[src/rtl/uart_defs_pkg.sv]
// uart_defs: definitions shared by the UART transmitter and any future
// receiver. It holds the state encoding, the data width and the DIV
// rounding formula, so that both directions derive identical bit timing.
package uart_defs;

    typedef enum logic [1:0] {
        IDLE  = 2'd0,
        START = 2'd1,
        DATA  = 2'd2,
        STOP  = 2'd3
    } uart_state_e;

    localparam int UART_DATA_BITS = 8;

    // Clocks per bit, rounded to the nearest integer.
    // Residual error: |DIV*BAUD - CLK_HZ| <= BAUD/2.
    function automatic int uart_div(input int clk_hz, input int baud);
        return (clk_hz + baud / 2) / baud;
    endfunction

endpackage

[src/rtl/uart_tx_if.sv]
// uart_tx_if: byte handshake between the frame sequencer and the
// transmitter, plus the serial line.
//   tx_data  : byte to send, sampled only on the accept cycle
//   tx_start : level request, held by the producer until it sees tx_busy
//   tx_busy  : transmitter is sending a frame
//   txd      : serial line, idle high
// Modports: master = producer side, slave = transmitter side.
interface uart_tx_if;
    import uart_defs::*;

    logic [UART_DATA_BITS-1:0] tx_data;
    logic                      tx_start;
    logic                      tx_busy;
    logic                      txd;

    modport master (output tx_data, output tx_start, input tx_busy, input txd);
    modport slave  (input tx_data, input tx_start, output tx_busy, output txd);
endinterface

[src/rtl/uart_baud_gen.sv]
// uart_baud_gen: bit-period counter.
//   clk, rst_n : clock, async active-low reset
//   restart    : synchronous clear; the count is 0 on the cycle after it
//   tick       : high for one cycle while the count is DIV-1 (bit boundary)
module uart_baud_gen #(
    parameter int DIV = 8
) (
    input  logic clk,
    input  logic rst_n,
    input  logic restart,
    output logic tick
);
    localparam int CW = (DIV > 1) ? $clog2(DIV) : 1;
    localparam logic [CW-1:0] LAST = CW'(DIV - 1);

    logic [CW-1:0] cnt;

    always_ff @(posedge clk or negedge rst_n) begin
        if (!rst_n)
            cnt <= '0;
        else if (restart || cnt == LAST)
            cnt <= '0;
        else
            cnt <= cnt + 1'b1;
    end

    assign tick = (cnt == LAST);
endmodule

[src/rtl/uart_tx.sv]
// uart_tx: 8N1/8N2 asynchronous serial transmitter.
//   clk, rst_n : clock, async active-low reset (aborts a frame immediately)
//   bus        : uart_tx_if.slave (tx_data, tx_start in; tx_busy, txd out)
// A byte is accepted when the FSM is idle, tx_start is high and the request
// is armed. The request is armed by any cycle with tx_start low, so a request
// held high across the end of a frame does not resend the same byte.
// txd and tx_busy are registered from the next-state values, so the start
// bit and busy both appear on the edge that accepts the byte.
module uart_tx
    import uart_defs::*;
#(
    parameter int CLK_HZ    = 50_000_000,
    parameter int BAUD      = 115200,
    parameter int STOP_BITS = 1
) (
    input  logic      clk,
    input  logic      rst_n,
    uart_tx_if.slave  bus
);
    localparam int DIV = uart_div(CLK_HZ, BAUD);
    localparam logic [2:0] DATA_LAST = 3'(UART_DATA_BITS - 1);
    localparam logic [2:0] STOP_LAST = 3'(STOP_BITS - 1);

    if (DIV < 2) begin : g_div_chk
        $error("uart_tx: DIV = %0d, must be >= 2", DIV);
    end
    if (STOP_BITS != 1 && STOP_BITS != 2) begin : g_stop_chk
        $error("uart_tx: STOP_BITS = %0d, must be 1 or 2", STOP_BITS);
    end

    uart_state_e               state, state_nxt;
    logic [UART_DATA_BITS-1:0] shreg, shreg_nxt;
    logic [2:0]                bit_cnt, bit_cnt_nxt;
    logic                      armed;
    logic                      accept;
    logic                      tick;
    logic                      txd_q, txd_nxt;
    logic                      busy_q, busy_nxt;

    assign accept = (state == IDLE) && bus.tx_start && armed;

    // Holding the counter in reset while idle makes every frame start at
    // count 0; later state changes land on the wrap, which also clears it.
    uart_baud_gen #(.DIV(DIV)) u_baud (
        .clk     (clk),
        .rst_n   (rst_n),
        .restart (state == IDLE),
        .tick    (tick)
    );

    // State and datapath registers
    always_ff @(posedge clk or negedge rst_n) begin
        if (!rst_n) begin
            state   <= IDLE;
            shreg   <= '0;
            bit_cnt <= '0;
            armed   <= 1'b1;
            txd_q   <= 1'b1;
            busy_q  <= 1'b0;
        end else begin
            state   <= state_nxt;
            shreg   <= shreg_nxt;
            bit_cnt <= bit_cnt_nxt;
            txd_q   <= txd_nxt;
            busy_q  <= busy_nxt;
            if (!bus.tx_start)
                armed <= 1'b1;
            else if (accept)
                armed <= 1'b0;
        end
    end

    // Next state, shift register and bit counter
    always_comb begin
        state_nxt   = state;
        shreg_nxt   = shreg;
        bit_cnt_nxt = bit_cnt;
        case (state)
            IDLE: begin
                if (accept) begin
                    state_nxt   = START;
                    shreg_nxt   = bus.tx_data;
                    bit_cnt_nxt = '0;
                end
            end
            START: begin
                if (tick)
                    state_nxt = DATA;
            end
            DATA: begin
                if (tick) begin
                    shreg_nxt = {1'b0, shreg[UART_DATA_BITS-1:1]};
                    if (bit_cnt == DATA_LAST) begin
                        state_nxt   = STOP;
                        bit_cnt_nxt = '0;
                    end else begin
                        bit_cnt_nxt = bit_cnt + 3'd1;
                    end
                end
            end
            STOP: begin
                if (tick) begin
                    if (bit_cnt == STOP_LAST) begin
                        state_nxt   = IDLE;
                        bit_cnt_nxt = '0;
                    end else begin
                        bit_cnt_nxt = bit_cnt + 3'd1;
                    end
                end
            end
            default: state_nxt = IDLE;
        endcase
    end

    // Line level for the state being entered; registered above.
    always_comb begin
        txd_nxt  = 1'b1;
        busy_nxt = 1'b1;
        case (state_nxt)
            IDLE:    busy_nxt = 1'b0;
            START:   txd_nxt  = 1'b0;
            DATA:    txd_nxt  = shreg_nxt[0];
            STOP:    txd_nxt  = 1'b1;
            default: busy_nxt = 1'b0;
        endcase
    end

    assign bus.txd     = txd_q;
    assign bus.tx_busy = busy_q;
endmodule

[src/flat_wrapper.sv]
// flat-port wrapper written by rule: the top's interface ports become plain ports
module uart_tx_flat import uart_defs::*;
#(
    parameter int CLK_HZ    = 50_000_000,
    parameter int BAUD      = 115200,
    parameter int STOP_BITS = 1
)
  (clk, rst_n, bus_tx_data, bus_tx_start, bus_tx_busy, bus_txd);
  uart_tx_if bus_i ();
  input  logic clk;
  input  logic rst_n;
  input wire logic [$bits(bus_i.tx_data)-1:0] bus_tx_data;
  input wire logic [$bits(bus_i.tx_start)-1:0] bus_tx_start;
  output wire logic [$bits(bus_i.tx_busy)-1:0] bus_tx_busy;
  output wire logic [$bits(bus_i.txd)-1:0] bus_txd;
  assign bus_i.tx_data = bus_tx_data;
  assign bus_i.tx_start = bus_tx_start;
  assign bus_tx_busy = bus_i.tx_busy;
  assign bus_txd = bus_i.txd;
  uart_tx #(.CLK_HZ(CLK_HZ), .BAUD(BAUD), .STOP_BITS(STOP_BITS)) u_core (.clk(clk), .rst_n(rst_n), .bus(bus_i));
endmodule
[config.mk]
export PLATFORM = sky130hd
export DESIGN_NAME = uart_tx_flat
export DESIGN_NICKNAME = d
export VERILOG_FILES = /design/src/rtl/uart_defs_pkg.sv /design/src/rtl/uart_tx_if.sv /design/src/rtl/uart_baud_gen.sv /design/src/rtl/uart_tx.sv /design/src/flat_wrapper.sv
export SDC_FILE = /design/constraint.sdc
export NUM_CORES = 1
export LEC_CHECK = 0
export ABC_AREA = 0
export CORE_MARGIN = 2
export CORE_UTILIZATION = 55
export CTS_CLUSTER_SIZE = 8
export DETAILED_ROUTE_END_ITERATION = 10
export PLACE_DENSITY = 0.73
export SLEW_MARGIN = 30
export SYNTH_ARGS = -nofsm -noshare
export SYNTH_HDL_FRONTEND = slang
export SYNTH_HIERARCHICAL = 1
export SYNTH_SLANG_ARGS = --single-unit
[constraint.sdc]
create_clock -name clk -period 2.6 [get_ports clk]
set_input_delay 0.52 -clock clk [delete_from_list [all_inputs] [get_ports clk]]
set_output_delay 0.52 -clock clk [all_outputs]
set_load 0.02 [all_outputs]
# Yosys cells after proc, flatten, opt, wreduce, memory -nomap -nowiden
# Index checks and enable logic that the tools add are counted.
totals:
  elab_cells: 52
  in_bits: 11
  ff_bits: 25
op_classes:
  n_reduce_logical: 10
  n_eq_ne: 11
  mux: 21
  n_addsub: 2
op_table:
  columns: ["operator", "n"]
  rows:
  - ["8-bit two-way mux", 2]
  - ["8-bit one-hot mux with 2 select lines", 1]
  - ["3-bit two-way mux", 5]
  - ["2-bit two-way mux", 6]
  - ["9-bit by 1-bit adder with 9-bit output, second input constant", 1]
  - ["9-bit equality test, second input constant", 1]
  - ["9-bit two-way mux", 1]
  - ["3-bit one-hot mux with 3 select lines", 1]
  - ["2-bit by 1-bit != test with 1-bit output, second input constant", 4]
  - ["2-bit one-hot mux with 4 select lines", 1]
  - ["2-bit equality test, second input constant", 3]
  - ["2-bit by 1-bit equality test with 1-bit output, second input constant", 2]
  - ["2-bit zero test", 2]
  - ["4-bit AND reduction", 1]
  - ["3-bit by 1-bit adder with 3-bit output, second input constant", 1]
  - ["3-bit equality test, second input constant", 1]
  - ["3-bit zero test", 1]
  - ["1-bit two-way mux", 3]
  - ["3-bit AND reduction", 1]
  - ["3-bit nonzero test", 1]
  - ["1-bit logical AND", 2]
  - ["1-bit one-hot mux with 2 select lines", 1]
  - ["2-bit nonzero test", 1]
  - ["1-bit logical OR", 1]

# Longest topological paths before layout
# Gate-level depths: netlist (run 1).
depth:
  ltp_word: 7
  depth_mapped: 10
  mapped_depth_nobuf: 8

# Hierarchy
# The synthesis (run 1) kept the hierarchy.
modules_own_cells:
  columns: ["mod", "seq_area_each_um2", "n_inst", "cells_each", "area_each_um2"]
  rows:
  - ["uart_tx", 402.9, 1, 84, 820.8]
  - ["uart_baud_gen", 225.2, 1, 48, 485.5]

# Least setup slack after synthesis (run 1)
# No wires, ideal clock.
synth_path:
  path_kind: "register to register"
  from: "reg u_core.u_baud.cnt[2]"
  to: "reg u_core.shreg[7]"
  setup_time_ps: 121
  t_arrival_ps: 1685
  stages_incl_launch_ff: 8
  slack_ps: 794
  period_less_slack_ps: 1806
  required_time_ps: 2479
  cell_sequence: "dfrtp_1 -> or3_4 -> nor3_1 -> buf_2 -> and3b_1 -> buf_2 -> nor2_4 -> a22o_1"
synth_between:
  elab_chain_cells: 3
synth_lines:
  columns: ["item", "line", "text"]
  rows:
  - ["from (decl)", "uart_baud_gen.sv:16", "logic [CW-1:0] cnt;"]
  - ["from (signal assigned)", "uart_baud_gen.sv:24", "cnt <= cnt + 1'b1;"]
  - ["9-bit equality test", "uart_baud_gen.sv:27", "assign tick = (cnt == LAST);"]
  - ["net u_core.tick", "uart_tx.sv:36", "logic tick;"]
  - ["2-bit by 1-bit != test with 1-bit output (no line)", null, null]
  - ["3-bit AND reduction (no line)", null, null]
  - ["to (signal assigned)", "uart_tx.sv:62", "shreg <= shreg_nxt;"]
  - ["to (decl)", "uart_tx.sv:32", "logic [UART_DATA_BITS-1:0] shreg, shreg_nxt;"]
# The timed path passes the listed nets, and every way through them passes these cells.
# A chain may end at the register's enable or synchronous reset.

# Worst setup path in the final report (run 1)
layout_path:
  from: "reg u_core.u_baud.cnt[2]"
  to: "reg u_core.txd_q (netlist: u_core/bus.txd)"
layout_between:
  elab_chain_cells: 5
  elab_cells_between_ends: 10
  cone_classes: "eq/ne (3); mux (7)"
layout_lines:
  columns: ["item", "line", "text"]
  rows:
  - ["9-bit equality test (*)", "uart_baud_gen.sv:27", null]
  - ["net u_core.tick", "uart_tx.sv:36", null]
  - ["2-bit two-way mux (on tied branches)", "uart_tx.sv:102, uart_tx.sv:87, uart_tx.sv:91", null]
  - ["2-bit one-hot mux with 4 select lines", "uart_tx.sv:78", "case (state)"]
  - ["2-bit equality test or 2-bit by 1-bit equality test with 1-bit output (tied branches)", "uart_tx.sv:119", "case (state_nxt)"]
  - ["1-bit one-hot mux with 2 select lines (*)", "uart_tx.sv:119", null]
  - ["net u_core.txd_nxt", "uart_tx.sv:37", "logic txd_q, txd_nxt;"]
  - ["to (signal assigned)", "uart_tx.sv:64", "txd_q <= txd_nxt;"]
  - ["to (decl)", "uart_tx.sv:37", null]
# The timed path passes the listed nets; every way through them passes the cells marked *. The select of a mux whose other input is x is not followed.

==> results.cfg, run 1 <==
[sta]
slew_violations = 0
worst_slew_pin_slew_ns = 0.399
grt_setup_unrepaired = no
setup_tns_ns = 0
final.period_utilization = 0.786
max_freq_ghz = 0.490
finalHoldViolations = 0
setup_viol = 0
min_period_ns = 2.04
slew_headroom = 0.734
clock_skew_ns = 0.00333

[power]
power.leakage_nw = 0.664
power_density_mw_per_mm2 = 941
seq_power_share = 0.505
vdd_drop_max_v = 0.000500
p_total_w = 0.00139
p_sw_frac = 0.394
p_int_w = 0.000841
power.share.clock = 0.125
p_sw_w = 0.000546
p_comb_frac = 0.370

[critical_path]
cp_slowest_cell = dfrtp_1
cp_top_family = simple AND/OR/NAND/NOR gates
cp_num_cells = 7
crit_arrival_ns = 2.28
critical_path_class = register to register
start_kind = register
slowest_delay_ns = 0.48
crit_required_ns = 2.84
path_max_fanout = 8
reg2reg_depth = 7
r2r_slack_ns = 0.56
crit_buf_inv = 1
cp_cell_sequence = or3_4 -> nor3_1 -> buf_4 -> nand4b_1 -> o21ai_1 -> a31oi_1 -> mux2i_1
critPathCaptureType = register

[cells_and_area]
layout.nets = 162
drive_above_1_share = 0.103
n_fill_cell = 188
syn_to_final_growth_pct = 12.8
diodes = 0

[routing]
dr.pass1.iters = 4
num_vias = 975
ant_nets = 0
route.detailed.drc = 0
vias_per_cell = 5.64
drt-total-wl_um = 2330
drt_iter0_drc = 17
wl_per_cell_um = 13.5

[floorplan]
dieArea_mm2 = 0.00278
core_area_mm2 = 0.00223
start_util = 0.585
fp.dieH_um = 52.7
die_w_um = 52.7
row_count = 17
ioPinCount = 13

[yosys]
yosys_warnings = 6
synth_nets = 148
synth_area_mm2 = 0.00131
ys_seq_area_frac = 0.481
synth_commonest_cells = 23 x dfrtp_1, 22 x nand2_1, 9 x inv_1
synth_top_area_frac = 0.441
syn_avg_cell_area_um2 = 9.90
synth_edf_count = 0
ys_ff_latch = 25
yosys-top-cells-area = dfrtp_1 44%, nand2_1 6.3%, ha_1 4.8%
synth_flop_cell = dfrtp_1
yosysMostFrequentCell = dfrtp_1
synth_top_area_cell = dfrtp_1
synth_cells = 132
ys_types = 40
ys_async_sr_fraction = 1.00

[worst_hold_path]
holdPathStages = 2
min_path_type = register to register

[place]
portBuffers = 12
hpwl_um = 1740
gp_congestion = 0.768

[global_routing]
track_usage = 0.195
grt_max_degree = 26
grt-ovfl-total = 0
antenna_found_initial = 0
grt_pass1_wl_um = 4050
grt_pass1_vias = 959

[clocking]
clock-root-buffer = clkbuf_4
cts_setup_buffers = 0
path_clk_slew_ns = 0.14
cts_resized = 0
numCtsBuffers = 3
cts_hold_buf = 0
clk_latency_ns = 0.31
cts_htree_levels = 1
clock-sinks = 25
clockBufferDepth = 2
cts_tree = yes

[status]
status = finished clean

[flow_run]
maxCapViolations = 0
-- per-layer routing --
| metal | GRT usage | part of all wire | vias to the layer above |
|---|---|---|---|
| met1 | 0.251 | 0.47 | 474 |
| met5 | 0 | 0 | - |
| met2 | 0.354 | 0.50 | 10 |
| li1 | - | - | 491 |
| met4 | 0.0256 | 0 | 0 |
| met3 | 0.0257 | 0.030 | 0 |
-- registers in the layout, indices dropped and copies added (netlist names) --
| name | flops |
|---|---|
| u_core/armed | 1 |
| u_core/bit_cnt | 3 |
| u_core/bus.tx_busy | 1 |
| u_core/bus.txd | 1 |
| u_core/shreg | 8 |
| u_core/state | 2 |
| u_core/u_baud/cnt | 9 |
-- power by group through the flow --
stage | Sequential [W] | Clock, W | Combinational, W
after floorplan | 0.000669 | 0 | 0.000416
after global placement | 0.000700 | 0 | 0.000493
after detailed placement | 0.000706 | 0 | 0.000519
after CTS | 0.000699 | 0.000185 | 0.000522
after global routing | 0.000728 | 0.000198 | 0.000587
final | 0.000700 | 0.000174 | 0.000513
-- worst paths after layout --
check	start	end
setup / recovery	u_core/u_baud/cnt[2]	u_core/bus.txd
hold / removal	u_core/armed	u_core/armed
setup reg to reg	u_core/u_baud/cnt[2]	u_core/bus.txd
hold reg to reg	u_core/armed	u_core/armed
max in group asynchronous	rst_n	u_core/bus.txd
min in group asynchronous	rst_n	u_core/u_baud/cnt[5]
-- worst register-to-register path, stage by stage (launching register included) --
cell and delay (ns):
dfrtp_1 0.48, or3_4 0.44, nor3_1 0.24, buf_4 0.21, nand4b_1 0.11, o21ai_1 0.26
a31oi_1 0.07, mux2i_1 0.17
-- cells by family (layout without fill, tap and decap cells) --
family,after synthesis,count (layout),synth area share
buffers and inverters,14,27,0.0508
DFF,25,25,0.481
AOI/OAI and AO/OA,29,29,0.159
xor gates and xnor gates,3,3,0.0201
adders and majority gates,5,5,0.0479
and+or+nand+nor,53,53,0.217
muxes,3,3,0.0239
-- layout by cell type, fill, tap and decap left out, types with 3 or more instances in the layout --
| cell type | instances |
|---|---|
| dfrtp_1 | 23 |
| nand2_1 | 22 |
| clkdlybuf4s50_1 | 12 |
| inv_1 | 9 |
| nor2_1 | 8 |
| a22oi_1 | 6 |
| o21ai_0 | 5 |
| ha_1 | 5 |
| nand3_1 | 4 |
| a31oi_1 | 4 |
| clkbuf_4 | 3 |
| a21oi_1 | 3 |
-- metrics by stage --
step	setup slack [ns]	cells	cell area (um^2)	util	hold slack, ns
detailed placement	0.619	169	1440	0.646	0.472
global route	0.352	173	1470	0.660	0.517
CTS	0.583	173	1470	0.660	0.498
finish	0.557	173	1470	0.660	0.498
floorplan	0.794	132	1310	-	0.224
global placement	0.709	169	1440	0.646	0.461
-- final cells by class --
cell class	instances	area, um^2	share of cell area
inverters	9	33.8	0.0229
flip-flops and latches	25	628	0.426
clock inverters	1	7.51	0.00509
repair buffers	14	135	0.0917
clock buffers	3	22.5	0.0153
well taps	28	35.0	0.0238
multi-input cells	93	612	0.415
(Power assumes the default switching activity.)
==> inputs of run 2 (changes only) <==
==> constraint.sdc (replaced) <==
create_clock -name clk -period 1.9 [get_ports clk]
set_input_delay 0.38 -clock clk [delete_from_list [all_inputs] [get_ports clk]]
set_output_delay 0.38 -clock clk [all_outputs]
set_load 0.02 [all_outputs]
==> run 2 against run 1 <==
  * Combinational power rose by 56%
  * Setup slack got worse by 0.51 ns
  * Clock power rose by 39%
  * First-iteration DRC count rose by 35%
  * Non-clock buffer count rose by 6
  * Clock skew rose by 0.0024 ns
  * Via count rose by 3.3%
  * Critical path depth fell by 6
  * Total power rose by 42%
  * Register-to-register slack got worse by 0.44 ns
  * Utilization rose by 2.3 points
  * Worst hold slack got worse by 0.19 ns
  * Largest power group unchanged
==> results.cfg, run 2 (same netlist as run 1, synthesis figures left out) <==
[sta]
grt_setup_unrepaired = no
setup_tns_ns = 0
setup_viol = 0
worst_slew_pin_slew_ns = 0.403
finalHoldViolations = 0
max_freq_ghz = 0.541
min_period_ns = 1.85
final.period_utilization = 0.974
clock_skew_ns = 0.00577
holdWs_ns = 0.308
slew_headroom = 0.731
slew_violations = 0

[critical_path]
crit_arrival_ns = 1.47
cp_cell_sequence = clkdlybuf4s50_1
cp_top_family = buffers and inverters
timing.rr.end = u_core/shreg[2]
reg2reg_depth = 7
critPathCaptureType = primary output
path_max_fanout = 1
critical_path_class = register to primary output
slowest_delay_ns = 0.61
r2r-start = u_core/u_baud/cnt[6]
cp_slowest_cell = clkdlybuf4s50_1
r2r_slack_ns = 0.12
start_kind = register
crit_buf_inv = 1
crit_required_ns = 1.52

[place]
portBuffers = 12
gp_congestion = 0.798
placedInstanceArea_mm2 = 0.00149
hpwl_um = 1870
place_inst = 175

[flow_run]
maxCapViolations = 0

[global_routing]
grt_pass1_vias = 983
grt-ovfl-total = 0
track_usage = 0.206
grt_pass1_wl_um = 4230
antenna_found_initial = 0
grt_max_degree = 15

[clocking]
clock-sinks = 25
cts_setup_buffers = 0
clk_latency_ns = 0.32
cts_htree_levels = 1
cts_tree = yes
clock-root-buffer = clkbuf_4
cts_hold_buf = 0
path_clk_slew_ns = 0.14
numCtsBuffers = 3
clockBufferDepth = 2

[floorplan]
dieArea_mm2 = 0.00278
core_area_mm2 = 0.00223
ioPinCount = 13
fp.dieH_um = 52.7
start_util = 0.585
die_w_um = 52.7
row_count = 17

[cells_and_area]
reg_top3 = u_core/u_baud/cnt: 9 flops, u_core/shreg: 8 flops, u_core/bit_cnt: 3 flops
instances_no_fill = 179
layout.nets = 168
drive_above_1_share = 0.152
final_cell_mix = 23 x dfrtp_1, 22 x nand2_1, 12 x clkdlybuf4s50_1
mostFrequentLayoutCell = dfrtp_1
regMostFlops = u_core/u_baud/cnt
design_area_mm2 = 0.00153
diodes = 0
largest_reg_flops = 9
syn_to_final_growth_pct = 16.8

[routing]
ant_nets = 0
dr.pass1.iters = 4
vias_per_cell = 5.63
wl_per_cell_um = 13.6
num_vias = 1007
drt-total-wl_um = 2440
route.detailed.drc = 0
drt_iter0_drc = 23

[power]
power_density_mw_per_mm2 = 1290
vdd_drop_max_v = 0.000988
p_total_w = 0.00197
power.leakage_nw = 0.698

[status]
status = finished clean

[worst_hold_path]
min_path_type = primary input to async pin
-- run 2: what timing repair did --
item / CTS / global route
endpoints found under the setup margin: 0 / 2
endpoints found under the hold margin: 0 / 0
resized for setup: 0 / 2
-- run 2: worst max path at each step --
stage | start | to | slack (ns) | cells past startpoint
detailed placement | u_core/u_baud/cnt[6] | u_core/bus.txd | 0.10 | 7
global placement | bus_tx_start | u_core/bit_cnt[0] | 0.15 | 4
finish | u_core/bus.txd | bus_txd | 0.05 | 1
CTS | u_core/bus.txd | bus_txd | 0.04 | 1
global route | u_core/u_baud/cnt[6] | u_core/bus.txd | 0.003 | 7
floorplan | u_core/u_baud/cnt[2] | u_core/shreg[7] | 0.09 | 7
-- run 2: through the flow --
step,utilization,setup slack [ns]
2_1_floorplan,-,0.0940
3_3_place_gp,0.667,0.148
3_5_place_dp,0.667,0.100
4_1_cts,0.679,0.0350
5_1_grt,0.683,0.00256
6_report,0.683,0.0502
-- run 2: power by group --
group / leakage (nW) / switching, W / internal [W]
registers: 0.294 / 0.000182 / 0.000748
clock network: 0.0177 / 0.000162 / 0.0000787
logic: 0.386 / 0.000423 / 0.000377
-- run 2: final cells by class --
class | count | area, um^2
clock buffers | 3 | 22.5
clock inverters | 1 | 5.00
fillers | 188 | 708
inverters | 9 | 33.8
multi-input cells | 93 | 621
flip-flops and latches | 25 | 628
well taps | 28 | 35.0
repair buffers | 20 | 180
-- run 2: routing by layer --
layer	routed length, um	global-route usage	vias to the layer above	share of wire
li1	-	-	506	-
met1	1180	0.274	490	0.48
met2	1200	0.354	11	0.49
met3	64	0.0257	0	0.026
met4	0	0.0513	0	0
met5	0	0	-	0
